--- src/rtl/regfile_pkg.sv ---
// Shared register-file constants and a reference one-hot decode helper.
package regfile_pkg;

  localparam int unsigned DEF_ADDR_W   = 4;
  localparam int unsigned DEF_NREGS    = 2**DEF_ADDR_W;
  localparam int unsigned DEF_ZERO_REG = 1;

  function automatic logic [DEF_NREGS-1:0] onehot_dec(input logic [DEF_ADDR_W-1:0] addr);
    logic [DEF_NREGS-1:0] v;
    v       = '0;
    v[addr] = 1'b1;
    return v;
  endfunction

endpackage

--- src/rtl/onehot_decoder.sv ---
// Enabled binary-to-one-hot decoder, AW address bits to 2**AW lines.
module onehot_decoder #(
  parameter int unsigned AW = 4
) (
  input  logic              en,
  input  logic [AW-1:0]     addr,
  output logic [2**AW-1:0]  onehot
);

  always_comb begin
    onehot = '0;
    if (en) onehot[addr] = 1'b1;
  end

endmodule

--- src/rtl/reg_scoreboard.sv ---
// Register-busy scoreboard: counts outstanding writes per register and
// stalls issue on RAW hazards or when a destination counter would overflow.
module reg_scoreboard
  import regfile_pkg::*;
#(
  parameter int unsigned ADDR_W   = DEF_ADDR_W,
  parameter int unsigned NSRC     = 2,
  parameter int unsigned CNT_W    = 2,
  parameter int unsigned ZERO_REG = DEF_ZERO_REG,
  parameter int unsigned BYPASS   = 1,
  localparam int unsigned NREGS   = 2**ADDR_W
) (
  input  logic                   clk,
  input  logic                   rst_n,
  input  logic                   issue_valid,
  input  logic                   issue_wr,
  input  logic [ADDR_W-1:0]      issue_dest,
  input  logic [NSRC-1:0]        src_used,
  input  logic [NSRC*ADDR_W-1:0] src_addr,
  input  logic                   wb_valid,
  input  logic [ADDR_W-1:0]      wb_dest,
  output logic                   stall,
  output logic                   issue_fire,
  output logic [NSRC-1:0]        src_hazard,
  output logic [NREGS-1:0]       busy,
  output logic [NREGS-1:0]       dest_onehot,
  output logic                   wb_err
);

  // Clears bit 0 of the decode vectors when register 0 is hardwired.
  localparam logic [NREGS-1:0] ZMASK = (ZERO_REG != 0) ? ~NREGS'(1) : '1;

  logic [CNT_W-1:0] cnt [NREGS];
  logic [NREGS-1:0] inc_raw, dec_raw, inc_vec, dec_vec;
  logic             inc_en;
  logic             sat;
  logic             wb_zero_err;

  onehot_decoder #(.AW(ADDR_W)) u_issue_dec (
    .en     (inc_en),
    .addr   (issue_dest),
    .onehot (inc_raw)
  );

  onehot_decoder #(.AW(ADDR_W)) u_wb_dec (
    .en     (wb_valid),
    .addr   (wb_dest),
    .onehot (dec_raw)
  );

  assign inc_vec = inc_raw & ZMASK;
  assign dec_vec = dec_raw & ZMASK;

  always_comb begin
    busy = '0;
    for (int r = 0; r < NREGS; r++) busy[r] = (cnt[r] != '0);
  end

  // Per-port hazard; bypass only when this writeback retires the last pending write.
  for (genvar k = 0; k < NSRC; k++) begin : g_src
    logic [ADDR_W-1:0] sa;
    logic              byp;
    assign sa  = src_addr[k*ADDR_W +: ADDR_W];
    assign byp = (BYPASS != 0) && wb_valid && (wb_dest == sa) && (cnt[sa] == CNT_W'(1));
    assign src_hazard[k] = src_used[k] && busy[sa] && !byp
                           && !((ZERO_REG != 0) && (sa == '0));
  end

  assign sat = issue_wr && (cnt[issue_dest] == {CNT_W{1'b1}})
               && !(wb_valid && (wb_dest == issue_dest));

  assign stall      = issue_valid && ((|src_hazard) || sat);
  assign issue_fire = issue_valid && !stall;
  assign inc_en     = issue_fire && issue_wr;

  assign wb_zero_err = wb_valid && (cnt[wb_dest] == '0)
                       && !((ZERO_REG != 0) && (wb_dest == '0));

  // Counters never wrap: increments are held off by sat, decrements at zero are dropped.
  always_ff @(posedge clk or negedge rst_n) begin
    if (!rst_n) begin
      for (int r = 0; r < NREGS; r++) cnt[r] <= '0;
    end else begin
      for (int r = 0; r < NREGS; r++) begin
        if (inc_vec[r] && !dec_vec[r])
          cnt[r] <= cnt[r] + CNT_W'(1);
        else if (dec_vec[r] && !inc_vec[r] && (cnt[r] != '0))
          cnt[r] <= cnt[r] - CNT_W'(1);
      end
    end
  end

  always_ff @(posedge clk or negedge rst_n) begin
    if (!rst_n) begin
      dest_onehot <= '0;
      wb_err      <= 1'b0;
    end else begin
      dest_onehot <= inc_vec;
      if (wb_zero_err) wb_err <= 1'b1;
    end
  end

endmodule

--- config.mk ---
export PLATFORM = sky130hd
export DESIGN_NAME = reg_scoreboard
export DESIGN_NICKNAME = d
export VERILOG_FILES = /design/src/rtl/regfile_pkg.sv /design/src/rtl/onehot_decoder.sv /design/src/rtl/reg_scoreboard.sv
export SDC_FILE = /design/constraint.sdc
export NUM_CORES = 1
export LEC_CHECK = 0
export ABC_AREA = 1
export CORE_MARGIN = 8
export CORE_UTILIZATION = 43
export DETAILED_ROUTE_END_ITERATION = 7
export PLACE_DENSITY = 0.75
export SYNTH_ARGS = -nofsm -noshare
export SYNTH_HDL_FRONTEND = slang
export SYNTH_HIERARCHICAL = 1
export SYNTH_SLANG_ARGS = --single-unit
--- constraint.sdc ---
create_clock -name clk -period 5.75 [get_ports clk]
set_input_delay 1.15 -clock clk [delete_from_list [all_inputs] [get_ports clk]]
set_output_delay 1.15 -clock clk [all_outputs]
set_load 0.01 [all_outputs]
Word-level counts from Yosys, hierarchy flattened
Index checks and enable logic that the tools add are counted.
- register bits: 46
- bits of input ports: 23
- output and inout port bits: 37
- reduce and logical (&&, ||, !) cells: 138
- bitwise logic cells: 4
- muxes and demuxes: 52
- magnitude comparators: 10
- eq/ne operators: 6
- $add $sub $neg: 30
- operators with widths (operator ; count):
    $mux 2 ; 38
    $logic_and 1x1->1 ; 65
    $reduce_bool 2->1 ; 30
    $logic_not 1->1 ; 37
    $bmux 2 s4 ; 4
    $mux 16 ; 2
    $add 2x1->2 const B ; 15
    $sub 2x1->2 const B ; 15
    $ge 5x5->1 const B ; 4
    $lt 4x5->1 const B ; 4
    $not 4->5 ; 4
    $eq 4x4->1 ; 3
    $logic_not 4->1 ; 3
    $bmux 1 s4 ; 2
    $demux 1 s4 ; 2
    $ge 4x1->1 const B ; 2
    $eq 2x1->1 const B ; 2
    $mux 1 ; 4
    $eq 2x2->1 const B ; 1
    $logic_not 2->1 ; 1
    $reduce_or 2->1 ; 1
    $logic_or 1x1->1 ; 1

Depth between registers and ports, before layout
- word-level depth: 21
- gate-level depth with buffers: 20
- depth with buffers taken out: 20

Hierarchy
Netlist, hierarchy kept.
- by module, submodules not included (module ; cells an instance ; area each (µm²) ; instances ; sequential area each (µm²)):
    reg_scoreboard ; 515 ; 3365.7 ; 1 ; 1151.1
    onehot_decoder (u_wb_dec) ; 32 ; 126.4 ; 1 ; 0.0
    onehot_decoder (u_issue_dec) ; 28 ; 110.1 ; 1 ; 0.0

Worst setup path before layout
Ideal clock, no wire load.
- path kind: input port to output port
- from: input port wb_dest[2]
- to: output port issue_fire
- stages on the path: 8
- required time: 4.600 ns
- arrival: 2.049 ns
- path slack: 2.551 ns
- path through: buf_2 > xnor2_1 > o211ai_1 > nor3_2 > nand3_2 > nand2_2 > nand4_2 > inv_1
- cells in the longest elaborated chain, start to end: 11
- RTL lines (what ; RTL line ; source):
    start, declared ; reg_scoreboard.sv:21 ; input logic [ADDR_W-1:0] wb_dest,
    $eq 4x4->1 ; reg_scoreboard.sv:64 ; assign byp = (BYPASS != 0) && wb_valid && (wb_dest == sa) && (cnt[sa] == CNT_W'(1));
    $logic_and 1x1->1 (2 in a row) ; reg_scoreboard.sv:64 ;
    $logic_not 1->1 ; reg_scoreboard.sv:65 ; assign src_hazard[k] = src_used[k] && busy[sa] && !byp
    $logic_and 1x1->1 ; reg_scoreboard.sv:65 ;
    $logic_and 1x1->1 ; reg_scoreboard.sv:66 ; && !((ZERO_REG != 0) && (sa == '0));
    $reduce_or 2->1 ; reg_scoreboard.sv:72 ; assign stall = issue_valid && ((|src_hazard) || sat);
    $logic_or 1x1->1 (*) ; reg_scoreboard.sv:72 ;
    $logic_and 1x1->1 (*) ; reg_scoreboard.sv:72 ;
    $logic_not 1->1 (*) ; reg_scoreboard.sv:73 ; assign issue_fire = issue_valid && !stall;
    $logic_and 1x1->1 (*) ; reg_scoreboard.sv:73 ;
    end, declared ; reg_scoreboard.sv:23 ; output logic issue_fire,
Every way passes the cells marked *; elsewhere a longest branch is shown, timed or not.

Worst setup path after layout
- from: input port wb_dest[0]
- to: output port issue_fire
Same word-level chain as after synthesis.

==> run_results.csv <==
group,metric,value,unit
run_status,outcome,"finished, final reports clean",
final_layout,multi_input_area,2030,um2
timing,setup_violations,0,
placement,io_buffers,57,
drt,route.met2.wl,5810,um
final_layout,final_nets,647,
timing,period_share,86.6,%
floorplanning,core.rowCount,33,
power,p_per_area,330,nW/um2
timing,finalCriticalPeriod,4.98,ns
timing,fin_worst_skew,0.00833,ns
final_layout,fin_area,4320,um2
critical_path,worst_setup_path_end_kind,"primary output",
drt,route.detailed.drc,0,
global_route,grt_pass1_wl,20200,um
clock_network,clock-root-buffer,"clkbuf_8",
drt,firstDrtPassIters,6,
power,ir_worst_vdd,178,uV
timing,slew_headroom,28.4,%
placement,gp_congestion,0.963,
timing,maxSlewViolCount,0,
global_route,grt_overflow,0,
timing,rsz0062_at_grt,"false",
drt,drtIter0Drc,380,
final_layout,seq_area,1150,um2
timing,holdWs,0.501,ns
critical_path,path_max_fanout,17,
hold_path,hp-class,"reg2reg",
global_route,track_usage,22.3,%
clock_network,clock_latency,0.31,ns
drt,wl_met1,5350,um
clock_network,cts.clk_slew.worst_paths,0.09,ns
global_route,grt_start_max_net_pins,47,
drt,wl_met3,1180,um
timing,hold_viol,0,
final_layout,diodes,0,
drt,ant_nets,0,
drt,wl_per_cell,17.2,um
floorplanning,die_y,107,um
clock_network,cts_buffers,5,
critical_path,path_class,"in2out",
floorplanning,ioPinCount,60,
clock_network,hold_buffers,0,
hold_path,whs_path_depth,1,
placement,dpl_cell_area,4210,um2
clock_network,cts_sinks,46,
drt,wirelength,12600,um
placement,dp_hpwl,10000,um
final_layout,final_layout_size_suffix_gt1_share,5.44,%
drt,vias,4010,
logic_synthesis,postSynthAreaPerCell,6.28,um2
floorplanning,die_area,11500,um2
logic_synthesis,syn_inst,572,
logic_synthesis,synth_area,3590,um2
timing,tns,0,ns
critical_path,crit_arrival,3.83,ns
clock_network,cts_setup_buffers,0,
power,cellLeakagePower,2.09,nW
critical_path,r2r_setup_slack,2.85,ns
floorplanning,initial_core_util,43.9,%
clock_network,cts_buffer_depth,2,
floorplanning,core_area,8180,um2
floorplanning,die_w,107,um
timing,fmax,201,MHz
global_route,antenna_found_initial,0,
final_layout,num-fill-cells,804,
drt,highest_layer,"met4",
run,drv_cap,0,
final_layout,final_core_util,52.8,%
drt,via_per_inst,5.49,
logic_synthesis,synth_warnings,6,
clock_network,htreeDepth,2,
final_layout,area_growth,20.2,%
clock_network,cts_tree,"done",
clock_network,cts_resized,0,
global_route,grt_pass1_vias,3760,
critical_path,cp.required,4.60,ns
critical_path,timing.critical_path.from_type,"primary input",
critical_path,reg2reg_depth,16,
timing,tightest_slew,1.07,ns
## power by group
part | switching, mW | internal, mW
clock | 0.121 | 0.130
combinational | 0.417 | 0.256
sequential | 0.110 | 0.392
## worst max-delay path, cell delays in order
cell	delay, ns
clkdlybuf4s50_1	0.86
inv_1	0.31
nand2_1	0.12
o211ai_1	0.10
nor3_1	0.27
nand3_1	0.12
nand2_1	0.16
nand4_2	0.12
inv_1	0.08
clkdlybuf4s50_1	0.54
## layout by cell type, fill, tap and decap left out, types with 3 or more instances in the layout
cell type and count:
a21oi_1 26, nor2_1 91, o22ai_1 6, nor2_2 7, o21ai_0 33, xnor2_1 3
or2_2 4, clkbuf_8 5, xor2_1 15, dfrtp_1 46, inv_2 7, clkdlybuf4s50_1 56
nor3_1 3, inv_1 77, nand3_1 72, o21ai_1 11, o211ai_1 11, nand2_1 130
## through the flow
stage	setup WS, ns	total power [mW]	cells
2_1_floorplan	2.55	0.854	573
3_3_place_gp	0.801	1.17	722
3_5_place_dp	0.848	1.17	722
4_1_cts	0.847	1.43	730
5_1_grt	0.623	1.52	730
6_report	0.772	1.43	730
## state kept, by name, summed over array words and instances, names as in the netlist
register     count
cnt             30
wb_err           1
dest_onehot     15
## layout make-up
type | count | area share, %
clock buffer | 6 | 1.68
clock inverter | 2 | 0.870
tap | 105 | 3.04
timing repair buffer | 58 | 13.3
inverter | 84 | 7.31
multi-input combinational | 429 | 47.1
sequential | 46 | 26.7
## metal layers
| layer | track usage [%] | vias to the layer above |
|---|---|---|
| li1 | - | 1929 |
| met1 | 29.4 | 1871 |
| met2 | 36.4 | 192 |
| met3 | 4.49 | 18 |
| met4 | 5.45 | 0 |
| met5 | 0 | - |
## worst paths after layout
kind / start / to
max reg2reg: cnt[18]$_DFFE_PN0P_ / cnt[8]$_DFFE_PN0P_
max: wb_dest[0] / issue_fire
min reg2reg: wb_err$_DFFE_PN0P_ / wb_err$_DFFE_PN0P_
min in group asynchronous: rst_n / cnt[14]$_DFFE_PN0P_
min: wb_err$_DFFE_PN0P_ / wb_err$_DFFE_PN0P_
max in group asynchronous: rst_n / cnt[26]$_DFFE_PN0P_
Note: power is estimated with default switching activity, not from simulation.
